===== src/rtl/sys1_pkg.sv =====
// Shared types and constants for the SEGA System 1 download sequencer.
package sys1_pkg;

  // Sequencer states: no image resident, download active, post-download hold, core running.
  typedef enum logic [1:0] {
    ST_NOROM  = 2'd0,
    ST_LOAD   = 2'd1,
    ST_SETTLE = 2'd2,
    ST_RUN    = 2'd3
  } load_state_t;

  // ioctl_index values understood by the sequencer.
  localparam logic [7:0] IDX_ROM  = 8'd0;
  localparam logic [7:0] IDX_MODE = 8'd1;
  localparam logic [7:0] IDX_DSW  = 8'd254;

  // SYSMODE register bit positions.
  localparam int unsigned SYSMODE_SYS2_BIT = 0;  // 0 = System 1, 1 = System 2
  localparam int unsigned SYSMODE_VERT_BIT = 1;  // 0 = horizontal, 1 = vertical
  localparam int unsigned SYSMODE_H240_BIT = 2;  // 0 = 256 wide, 1 = 240 wide

  // Datapath widths.
  localparam int unsigned ADDR_W = 25;
  localparam int unsigned DATA_W = 8;
  localparam int unsigned DSW_W  = 64;
  localparam int unsigned BCNT_W = 26;

endpackage


===== src/rtl/sys1_reset_hold.sv =====
// Post-download reset hold counter: counts HOLD_CYCLES-1 down to zero.
module sys1_reset_hold #(
  parameter int unsigned HOLD_CYCLES = 256
) (
  input  logic clk,
  input  logic rst_n,
  input  logic load,
  input  logic en,
  output logic done
);

  localparam int unsigned CNT_W = (HOLD_CYCLES > 1) ? $clog2(HOLD_CYCLES) : 1;
  localparam logic [CNT_W-1:0] LOAD_VAL = CNT_W'(HOLD_CYCLES - 1);

  logic [CNT_W-1:0] cnt_q, cnt_d;
  logic             done_q, done_d;

  // Next count: reload on load, otherwise decrement while enabled and non-zero.
  always_comb begin
    cnt_d = cnt_q;
    if (load) begin
      cnt_d = LOAD_VAL;
    end else if (en && (cnt_q != '0)) begin
      cnt_d = cnt_q - CNT_W'(1);
    end
    done_d = (cnt_d == '0);
  end

  // Counter and registered terminal flag.
  always_ff @(posedge clk or negedge rst_n) begin
    if (!rst_n) begin
      cnt_q  <= '0;
      done_q <= 1'b1;
    end else begin
      cnt_q  <= cnt_d;
      done_q <= done_d;
    end
  end

  assign done = done_q;

endmodule


===== src/rtl/sys1_load_ctrl.sv =====
// Download sequencer: routes ioctl bytes to ROM/SYSMODE/DIP and owns the core reset.
module sys1_load_ctrl
  import sys1_pkg::*;
#(
  parameter logic [24:0] ROM_LIMIT   = 25'h20000,
  parameter int unsigned HOLD_CYCLES = 256
) (
  input  logic              clk_sys,
  input  logic              reset_n,
  input  logic              ioctl_download,
  input  logic              ioctl_wr,
  input  logic [7:0]        ioctl_index,
  input  logic [ADDR_W-1:0] ioctl_addr,
  input  logic [DATA_W-1:0] ioctl_dout,
  input  logic              user_rst,
  output logic              rom_we,
  output logic [ADDR_W-1:0] rom_addr,
  output logic [DATA_W-1:0] rom_data,
  output logic [7:0]        sysmode,
  output logic [DSW_W-1:0]  dsw,
  output logic              core_reset,
  output logic              rom_loaded,
  output logic              overflow
);

  load_state_t       state_q, state_d;
  logic              dl_q, dl_d;
  logic              dl_rom_q, dl_rom_d;
  logic [BCNT_W-1:0] byte_cnt_q, byte_cnt_d;
  logic              rom_we_q, rom_we_d;
  logic [ADDR_W-1:0] rom_addr_q, rom_addr_d;
  logic [DATA_W-1:0] rom_data_q, rom_data_d;
  logic [7:0]        sysmode_q, sysmode_d;
  logic [DSW_W-1:0]  dsw_q, dsw_d;
  logic              core_reset_q, core_reset_d;
  logic              rom_loaded_q, rom_loaded_d;
  logic              overflow_q, overflow_d;

  logic dl_rise_c, dl_fall_c, accept_c;
  logic hold_load_c, hold_en_c, hold_done;

  // Settle interval timer.
  sys1_reset_hold #(
    .HOLD_CYCLES(HOLD_CYCLES)
  ) u_hold (
    .clk  (clk_sys),
    .rst_n(reset_n),
    .load (hold_load_c),
    .en   (hold_en_c),
    .done (hold_done)
  );

  // Byte routing, download bookkeeping and sequencer next state.
  always_comb begin
    state_d      = state_q;
    dl_d         = ioctl_download;
    dl_rom_d     = dl_rom_q;
    byte_cnt_d   = byte_cnt_q;
    rom_we_d     = 1'b0;
    rom_addr_d   = rom_addr_q;
    rom_data_d   = rom_data_q;
    sysmode_d    = sysmode_q;
    dsw_d        = dsw_q;
    rom_loaded_d = rom_loaded_q;
    overflow_d   = overflow_q;
    hold_load_c  = 1'b0;

    dl_rise_c = ioctl_download & ~dl_q;
    dl_fall_c = ~ioctl_download & dl_q;
    accept_c  = ioctl_wr & ioctl_download;

    // A new ROM download invalidates the resident image before any byte lands.
    if (dl_rise_c) begin
      dl_rom_d = (ioctl_index == IDX_ROM);
      if (ioctl_index == IDX_ROM) begin
        byte_cnt_d   = '0;
        overflow_d   = 1'b0;
        rom_loaded_d = 1'b0;
      end
    end

    if (accept_c) begin
      if (ioctl_index == IDX_ROM) begin
        if (ioctl_addr < ROM_LIMIT) begin
          rom_we_d   = 1'b1;
          rom_addr_d = ioctl_addr;
          rom_data_d = ioctl_dout;
          if (byte_cnt_d != '1) begin
            byte_cnt_d = byte_cnt_d + BCNT_W'(1);
          end
        end else begin
          overflow_d = 1'b1;
        end
      end else if ((ioctl_index == IDX_MODE) && (ioctl_addr == '0)) begin
        sysmode_d = ioctl_dout;
      end else if ((ioctl_index == IDX_DSW) && (ioctl_addr[24:3] == '0)) begin
        dsw_d[{ioctl_addr[2:0], 3'b000} +: 8] = ioctl_dout;
      end
    end

    unique case (state_q)
      ST_LOAD: begin
        if (dl_fall_c) begin
          if (dl_rom_q && (byte_cnt_q != '0)) begin
            rom_loaded_d = 1'b1;
          end
          if (rom_loaded_d) begin
            state_d     = ST_SETTLE;
            hold_load_c = 1'b1;
          end else begin
            state_d = ST_NOROM;
          end
        end
      end
      ST_SETTLE: begin
        if (hold_done) begin
          state_d = ST_RUN;
        end
      end
      ST_NOROM, ST_RUN: begin
        state_d = state_q;
      end
      default: begin
        state_d = ST_NOROM;
      end
    endcase

    // Any download start wins, including one that aborts the settle interval.
    if (dl_rise_c) begin
      state_d     = ST_LOAD;
      hold_load_c = 1'b0;
    end

    hold_en_c    = (state_q == ST_SETTLE);
    core_reset_d = (state_d == ST_RUN) ? user_rst : 1'b1;
  end

  // State and output registers.
  always_ff @(posedge clk_sys or negedge reset_n) begin
    if (!reset_n) begin
      state_q      <= ST_NOROM;
      // Held high so a download already in flight at reset release is not seen as a new start.
      dl_q         <= 1'b1;
      dl_rom_q     <= 1'b0;
      byte_cnt_q   <= '0;
      rom_we_q     <= 1'b0;
      rom_addr_q   <= '0;
      rom_data_q   <= '0;
      sysmode_q    <= '0;
      dsw_q        <= '1;
      core_reset_q <= 1'b1;
      rom_loaded_q <= 1'b0;
      overflow_q   <= 1'b0;
    end else begin
      state_q      <= state_d;
      dl_q         <= dl_d;
      dl_rom_q     <= dl_rom_d;
      byte_cnt_q   <= byte_cnt_d;
      rom_we_q     <= rom_we_d;
      rom_addr_q   <= rom_addr_d;
      rom_data_q   <= rom_data_d;
      sysmode_q    <= sysmode_d;
      dsw_q        <= dsw_d;
      core_reset_q <= core_reset_d;
      rom_loaded_q <= rom_loaded_d;
      overflow_q   <= overflow_d;
    end
  end

  assign rom_we     = rom_we_q;
  assign rom_addr   = rom_addr_q;
  assign rom_data   = rom_data_q;
  assign sysmode    = sysmode_q;
  assign dsw        = dsw_q;
  assign core_reset = core_reset_q;
  assign rom_loaded = rom_loaded_q;
  assign overflow   = overflow_q;

endmodule


===== config.mk =====
export PLATFORM = sky130hd
export DESIGN_NAME = sys1_load_ctrl
export DESIGN_NICKNAME = d
export VERILOG_FILES = /design/src/rtl/sys1_pkg.sv /design/src/rtl/sys1_reset_hold.sv /design/src/rtl/sys1_load_ctrl.sv
export SDC_FILE = /design/constraint.sdc
export NUM_CORES = 1
export LEC_CHECK = 0
export BUFFER_PORTS_ARGS = -buffer_cell sky130_fd_sc_hd__clkbuf_2
export CAP_MARGIN = 10
export CORE_UTILIZATION = 35
export DETAILED_ROUTE_END_ITERATION = 8
export GPL_TIMING_DRIVEN = 0
export PLACE_DENSITY = 0.55
export SLEW_MARGIN = 20
export SYNTH_ARGS = -nofsm -noshare
export SYNTH_HDL_FRONTEND = slang
export SYNTH_SLANG_ARGS = --single-unit

===== constraint.sdc =====
create_clock -name clk_sys -period 2.4 [get_ports clk_sys]
set_input_delay 0.12 -clock clk_sys [delete_from_list [all_inputs] [get_ports clk_sys]]
set_output_delay 0.12 -clock clk_sys [all_outputs]
set_load 0.05 [all_outputs]

==> impl_metrics.env, run 1 <==
export IMPL_cts_tree="built"
export IMPL_critPathArrivalTime_ps=2630
export IMPL_cts_max_path_buffers=2
export IMPL_synth_fp_nets=701
export IMPL_fp_row_count=50
export IMPL_syn_instance_count=651
export IMPL_core_area_mm2=0.0190
export IMPL_route_detailed_drc=0
export IMPL_post_synth_cell_area_avg_um2=10.6
export IMPL_final_instance_count_excl_fill=1110
export IMPL_yosys_mux_area_fraction_pct=7.27
export IMPL_detailed_place_area_mm2=0.00797
export IMPL_portion_of_synthesized_cell_area_occupied_by_the_leading_cell_type_pct=29.4
export IMPL_static_leakage_power_nw=3.95
export IMPL_ctsRootBufferMaster="clkbuf_16"
export IMPL_wl_met1_mm=8.51
export IMPL_synth_compound_gate_area_share_pct=8.63
export IMPL_layout_commonest_cell="clkbuf_2"
export IMPL_min_period_over_period_pct=95.0
export IMPL_post_synth_and_or_nand_nor_area_fraction_pct=23.5
export IMPL_finalHoldViolations=0
export IMPL_main_combinational_cell_family_by_area_after_synthesis="simple AND/OR/NAND/NOR gates"
export IMPL_cts_sinks=148
export IMPL_setup_viol=0
export IMPL_async_set_or_reset_flop_fraction_in_the_synthesized_netlist_pct=100
export IMPL_grt_start_max_net_pins=89
export IMPL_reg2reg_setup_slack_ps=160
export IMPL_area_sequential_mm2=0.00379
export IMPL_fin_worst_skew_ps=11.3
export IMPL_cp_max_stage_cell="dlygate4sd3_1"
export IMPL_fillerInstances=1861
export IMPL_dieHeight_um=142
export IMPL_path_cells="dlygate4sd3_1 > clkbuf_2 > nor4_4 > and2_1 > and4_1 > buf_4 > or4b_1 > buf_6 > mux2_4"
export IMPL_port_buffer_count=145
export IMPL_number_of_antenna_violations_at_the_first_check_in_global_routing=1
export IMPL_cts_max_level=4
export IMPL_cap_violations=0
export IMPL_detail_route_iter0_violations=281
export IMPL_drt_wl_total_mm=18.8
export IMPL_maxSlewHeadroom_pct=44.2
export IMPL_crit_path_end_kind="flop"
export IMPL_synth_main_ff_cell="dfrtp_1"
export IMPL_final_core_utilization_pct=46.6
export IMPL_whs_endpoint="rom_data[3]"
export IMPL_hold_path_depth=3
export IMPL_reg2reg_depth=7
export IMPL_timing_max_transition_violations_final=0
export IMPL_drive_above_1_share_pct=39.9
export IMPL_synthTopCellsByArea="dfrtp_1 (29%), dfstp_2 (26%), nand2_1 (7.7%), mux2_2 (5.2%), o21ai_0 (3.1%)"
export IMPL_die_w_um=142
export IMPL_largest_delay_contributor_family_on_the_critical_path="simple AND/OR/NAND/NOR gates"
export IMPL_worst_path_depth=9
export IMPL_timing_final_crit_period_ps=2280
export IMPL_multiInputGateArea_mm2=0.00295
export IMPL_worst_setup_path_start_kind="input pin"
export IMPL_hold_class="in -> reg"
export IMPL_grt_setup_unrepaired="false"
export IMPL_run_status="complete, no violations"
export IMPL_path_buf_inv=4
export IMPL_top_layer_used="met4"
export IMPL_yosysTopAreaCell="dfrtp_1"
export IMPL_start_util_pct=36.2
export IMPL_highest_count_cells_in_the_layout_ignoring_fill_and_taps="clkbuf_2 (148), nand2_1 (140), dfrtp_1 (79)"
export IMPL_antenna_left=0
export IMPL_met2_wirelength_mm=8.81
export IMPL_crit_reg2reg_launch="byte_cnt_q[2]"
export IMPL_required_ps=2750
export IMPL_cts_inserted_buffers=17
export IMPL_critical_path_reg2reg_endpoint="byte_cnt_q[20]"
export IMPL_grt_pass1_vias=5564
export IMPL_synthXorXnorAreaFrac_pct=1.65
export IMPL_fp_dieArea_mm2=0.0202
export IMPL_hold_start="ioctl_dout[3]"
export IMPL_wl_met3_mm=1.14
export IMPL_global_route_usage_total_pct=19.5
export IMPL_ys_seq_area_share_pct=55.0
export IMPL_edff_count_synth=0
export IMPL_setup_tns_ps=0
export IMPL_synthDistinctLibCells=55
export IMPL_final_design_area_no_fill_mm2=0.00886
export IMPL_setup_worst_path_class="in -> reg"
export IMPL_global_route_wire_length_before_repair_mm=30.2
export IMPL_worst_slew_pin_transition_ps=830
export IMPL_yosysWarningCount=0
export IMPL_first_pass_iters=4
export IMPL_ioPinCount=155
export IMPL_critical_path_max_fanout=8
export IMPL_power_density_mw_per_mm2=622
export IMPL_gp_congestion=0.821
export IMPL_area_growth_pct=28.7
export IMPL_routed_via_count=5582
export IMPL_post_drt_via_cell_ratio=5.03
export IMPL_critPathMaxStageDelay_ps=530
export IMPL_clkTransAtPathRegs_ps=60
export IMPL_post_drt_wl_per_cell_um=16.9
export IMPL_grt_remaining_overflow=0
export IMPL_finalNetCount=886
export IMPL_syn_cell_area_mm2=0.00688
export IMPL_dpl_cell_count=1057
export IMPL_synth_adder_area_share_pct=0.727
export IMPL_clock_latency_ps=430
export IMPL_ir_drop_mv=0.501
export IMPL_detailedPlacementHpwl_mm=13.2
export IMPL_ys_ff_latch=148
export IMPL_maxClockFrequency_mhz=439
==> worst min-delay path: cells and delay by family <==
kind / cells / cell delay, ps
and+or+nand+nor: 2 / 110
buffers and inverters: 1 / 160
==> sequential cells by signal, indices dropped and copies added, names as in the netlist <==
name and count:
sysmode 8, rom_loaded 1, byte_cnt_q 26, dl_q 1
core_reset 1, dsw 64, state_q 2, rom_data 8
rom_addr 25, u_hold.done 1, rom_we 1, dl_rom_q 1
overflow 1, u_hold.cnt_q 8
==> through the flow <==
step | setup slack [ps] | power [W] | hold WS (ps)
final | 120 | 0.00550 | 7.93
after global routing | 1.79 | 0.00569 | 21.9
after CTS | 14.0 | 0.00556 | 1.27
after detailed placement | -520 | 0.00277 | 144
after global placement | -1440 | 0.00277 | 296
after floorplan | 151 | 0.00264 | -176
==> cell usage after synthesis, types with 2 or more instances <==
| master | instances |
|---|---|
| or3_1 | 2 |
| buf_4 | 5 |
| nand2_1 | 141 |
| clkbuf_1 | 19 |
| a21oi_1 | 12 |
| dfrtp_1 | 81 |
| or4_1 | 17 |
| a21o_1 | 2 |
| and2_0 | 2 |
| a31oi_1 | 3 |
| dfstp_2 | 67 |
| nor2_1 | 22 |
| nor2b_1 | 5 |
| mux2_4 | 8 |
| mux2_2 | 32 |
| nand3_1 | 32 |
| ha_1 | 4 |
| or4b_1 | 2 |
| nand4b_1 | 5 |
| or2_2 | 2 |
| or4_4 | 4 |
| o31ai_1 | 13 |
| xnor2_1 | 12 |
| and3_1 | 3 |
| a2111oi_2 | 6 |
| nand2b_1 | 5 |
| and2_1 | 12 |
| buf_2 | 6 |
| nor4_1 | 17 |
| o41ai_1 | 2 |
| nor4_2 | 3 |
| nor3_1 | 7 |
| nor2_2 | 2 |
| mux2i_1 | 2 |
| nand4_1 | 15 |
| inv_1 | 12 |
| and4_1 | 5 |
| o21ai_0 | 43 |
| buf_6 | 3 |
==> layer usage <==
metal	GRT usage, %	vias to the layer above
met1	25.6	2733
met5	0	-
li1	-	2693
met4	6.85	0
met3	5.82	22
met2	30.7	134
==> where the power goes <==
group / internal, W / switching [W] / total (W)
Combinational: 0.0000840 / 0.000167 / 0.000251
Sequential: 0.00250 / 0.00000377 / 0.00251
Clock: 0.00164 / 0.00110 / 0.00274
Total: 0.00423 / 0.00128 / 0.00550
==> how the worst max path moves through the flow <==
stage / endpoint / slack (ps) / startpoint
finish: dsw[7] / 120 / ioctl_addr[13]
global route: byte_cnt_q[17] / 2 / byte_cnt_q[2]
CTS: dsw[7] / 10 / ioctl_download
detailed placement: dsw[37] / -520 / ioctl_addr[0]
global placement: sysmode[1] / -1440 / reset_n
floorplan: dsw[32] / 150 / ioctl_addr[0]
==> timing repair <==
action / 4_1_cts / 5_1_grt
setup buffers: 0 / 1
hold endpoints to repair: 66 / 0
hold buffers: 19 / 0
endpoints found under the setup margin: 9 / 76
pin swaps: 0 / 1
cloned: 0 / 0
resized for setup: 3 / 20
==> cell type report <==
cell class	instances	share of cell area, %
well taps	260	3.67
diodes	1	0.0283
plain buffers	33	2.05
multi-input cells	458	33.3
clock inverters	12	1.58
clock buffers	20	5.28
repair buffers	166	10.8
flip-flops and latches	148	42.8
inverters	12	0.509
==> cell families after synthesis <==
logic type | after synthesis
xor gates and xnor gates | 13
and+or+nand+nor | 311
AOI/OAI and AO/OA | 88
muxes | 42
adders and majority gates | 4
buffers and inverters | 45
DFF | 148
No activity file was read; power rests on OpenSTA's default activity.
==> run 2: changes to the inputs <==
--- a/config.mk
+++ b/config.mk
@@ -7,10 +7,12 @@
 export LEC_CHECK = 0
 export BUFFER_PORTS_ARGS = -buffer_cell sky130_fd_sc_hd__clkbuf_2
 export CAP_MARGIN = 10
+export CELL_PAD_IN_SITES_DETAIL_PLACEMENT = 0
+export CELL_PAD_IN_SITES_GLOBAL_PLACEMENT = 1
 export CORE_UTILIZATION = 35
 export DETAILED_ROUTE_END_ITERATION = 8
 export GPL_TIMING_DRIVEN = 0
-export PLACE_DENSITY = 0.55
+export PLACE_DENSITY = 0.68
 export SLEW_MARGIN = 20
 export SYNTH_ARGS = -nofsm -noshare
 export SYNTH_HDL_FRONTEND = slang
==> impl_metrics.env, run 2 (same netlist as run 1, synthesis figures left out) <==
export IMPL_path_buf_inv=2
export IMPL_cts_tree="built"
export IMPL_fp_dieArea_mm2=0.0202
export IMPL_hold_class="in -> reg"
export IMPL_route_detailed_drc=0
export IMPL_global_route_usage_total_pct=19.6
export IMPL_crit_path_end_kind="flop"
export IMPL_final_design_area_no_fill_mm2=0.00877
export IMPL_core_area_mm2=0.0190
export IMPL_ctsRootBufferMaster="clkbuf_16"
export IMPL_dpl_cell_count=1057
export IMPL_setup_viol=0
export IMPL_maxClockFrequency_mhz=434
export IMPL_critical_path_max_fanout=10
export IMPL_die_w_um=142
export IMPL_antenna_left=0
export IMPL_clock_latency_ps=420
export IMPL_fp_row_count=50
export IMPL_post_drt_wl_per_cell_um=17.3
export IMPL_insertedDiodeCount=0
export IMPL_critPathMaxStageDelay_ps=480
export IMPL_routed_via_count=5718
export IMPL_largest_delay_contributor_family_on_the_critical_path="simple AND/OR/NAND/NOR gates"
export IMPL_grt_start_max_net_pins=98
export IMPL_cts_inserted_buffers=17
export IMPL_worst_slew_pin_transition_ps=1080
export IMPL_cts_max_path_buffers=2
export IMPL_number_of_antenna_violations_at_the_first_check_in_global_routing=0
export IMPL_cts_max_level=4
export IMPL_fillerInstances=1823
export IMPL_cp_max_stage_cell="or4_1"
export IMPL_detailedPlacementHpwl_mm=13.7
export IMPL_worst_setup_path_start_kind="flop"
export IMPL_clkTransAtPathRegs_ps=60
export IMPL_timing_final_crit_period_ps=2300
export IMPL_layout_commonest_cell="clkbuf_2"
export IMPL_run_status="complete, no violations"
export IMPL_largest_register_ffs=64
export IMPL_grt_busiest_layer="met2"
export IMPL_required_ps=2730
export IMPL_cap_violations=0
export IMPL_final_instance_count_excl_fill=1107
export IMPL_power_density_mw_per_mm2=603
export IMPL_fin_worst_skew_ps=8.71
export IMPL_finalNetCount=884
export IMPL_path_cells="and4_4 > and4_1 > buf_4 > nand4_2 > buf_6 > or4_1 > a21oi_1"
export IMPL_ioPinCount=155
export IMPL_critPathArrivalTime_ps=2640
export IMPL_ir_drop_mv=0.428
export IMPL_setup_worst_path_class="reg -> reg"
export IMPL_highest_count_cells_in_the_layout_ignoring_fill_and_taps="clkbuf_2 (148), nand2_1 (141), dfrtp_1 (79)"
export IMPL_first_pass_iters=5
export IMPL_final_core_utilization_pct=46.1
export IMPL_dieHeight_um=142
export IMPL_finalHoldViolations=0
export IMPL_timing_max_transition_violations_final=0
export IMPL_detailed_place_area_mm2=0.00797
export IMPL_grt_pass1_vias=5701
export IMPL_global_route_wire_length_before_repair_mm=30.3
export IMPL_post_drt_via_cell_ratio=5.17
export IMPL_grt_util_met3_pct=6.19
export IMPL_globalRouteMet2Util_pct=31.7
export IMPL_min_period_over_period_pct=96.0
export IMPL_detail_route_iter0_violations=324
export IMPL_gp_congestion=0.805
export IMPL_drive_above_1_share_pct=39.8
export IMPL_drt_wl_total_mm=19.2
export IMPL_gr_usage_met1_pct=24.6
export IMPL_grt_setup_unrepaired="false"
export IMPL_cts_sinks=148
export IMPL_area_growth_pct=27.4
export IMPL_grt_remaining_overflow=0
export IMPL_static_leakage_power_nw=3.93
export IMPL_port_buffer_count=145
export IMPL_start_util_pct=36.2
export IMPL_maxSlewHeadroom_pct=27.2
-- run 2: worst min-delay path, delay by kind of cell --
family                 cells  cell delay (ps)
AO/OA/AOI/OAI              1               90
buffers and inverters      2              180
-- run 2: timing repair --
item                                    in CTS  in global routing
setup buffers                                0                  1
gates resized for setup                      2                 19
pin swaps                                    0                  1
hold endpoints to repair                    63                  0
endpoints found under the setup margin       2                 66
hold buffers                                17                  0
-- run 2: final timing paths --
| kind | slack [ps] | start | cells past startpoint | to |
|---|---|---|---|---|
| worst max register to register | 100 | byte_cnt_q[2] | 7 | byte_cnt_q[17] |
| worst min-delay path | 20 | ioctl_addr[1] | 3 | rom_addr[1] |
| worst max-delay path | 100 | byte_cnt_q[2] | 7 | byte_cnt_q[17] |
| min in group asynchronous | 210 | reset_n | 2 | u_hold.cnt_q[5] |
| max in group asynchronous | 1360 | reset_n | 3 | dsw[16] |
| worst min register to register | 470 | rom_addr[3] | 2 | rom_addr[3] |
-- run 2: metal layers --
| layer | share of wire (%) | wire length (um) | up-vias |
|---|---|---|---|
| met5 | 0 | 0 | - |
| met4 | 1.7 | 325 | 0 |
| met3 | 6.9 | 1320 | 24 |
| met2 | 49 | 9430 | 159 |
| met1 | 42 | 8080 | 2847 |
| li1 | - | - | 2688 |
-- run 2: where the power goes --
part | internal (W) | total [W] | switching, W | leakage, nW
logic | 0.0000820 | 0.000251 | 0.000169 | 1.86
clock network | 0.00138 | 0.00253 | 0.00115 | 0.282
registers | 0.00250 | 0.00251 | 0.00000401 | 1.79
total | 0.00397 | 0.00529 | 0.00132 | 3.93
-- run 2: stage by stage --
step,setup slack (ps),hold slack [ps],total power [W],setup TNS [ps]
2_1_floorplan,151,-176,0.00264,0
5_1_grt,8.71,14.5,0.00551,0
3_5_place_dp,-443,107,0.00277,-13090
4_1_cts,23.2,9.20,0.00535,0
6_report,96.8,18.1,0.00529,0
3_3_place_gp,-1200,295,0.00276,-124010
-- run 2: cell type report --
| type | instances | area (um2) | area share [%] |
|---|---|---|---|
| inverter | 12 | 45.0 | 0.513 |
| buffer | 33 | 178 | 2.03 |
| timing repair buffer | 164 | 940 | 10.7 |
| clock inverter | 14 | 116 | 1.33 |
| clock buffer | 18 | 439 | 5.01 |
| tap | 260 | 325 | 3.71 |
| multi-input combinational | 458 | 2940 | 33.5 |
| sequential | 148 | 3790 | 43.2 |
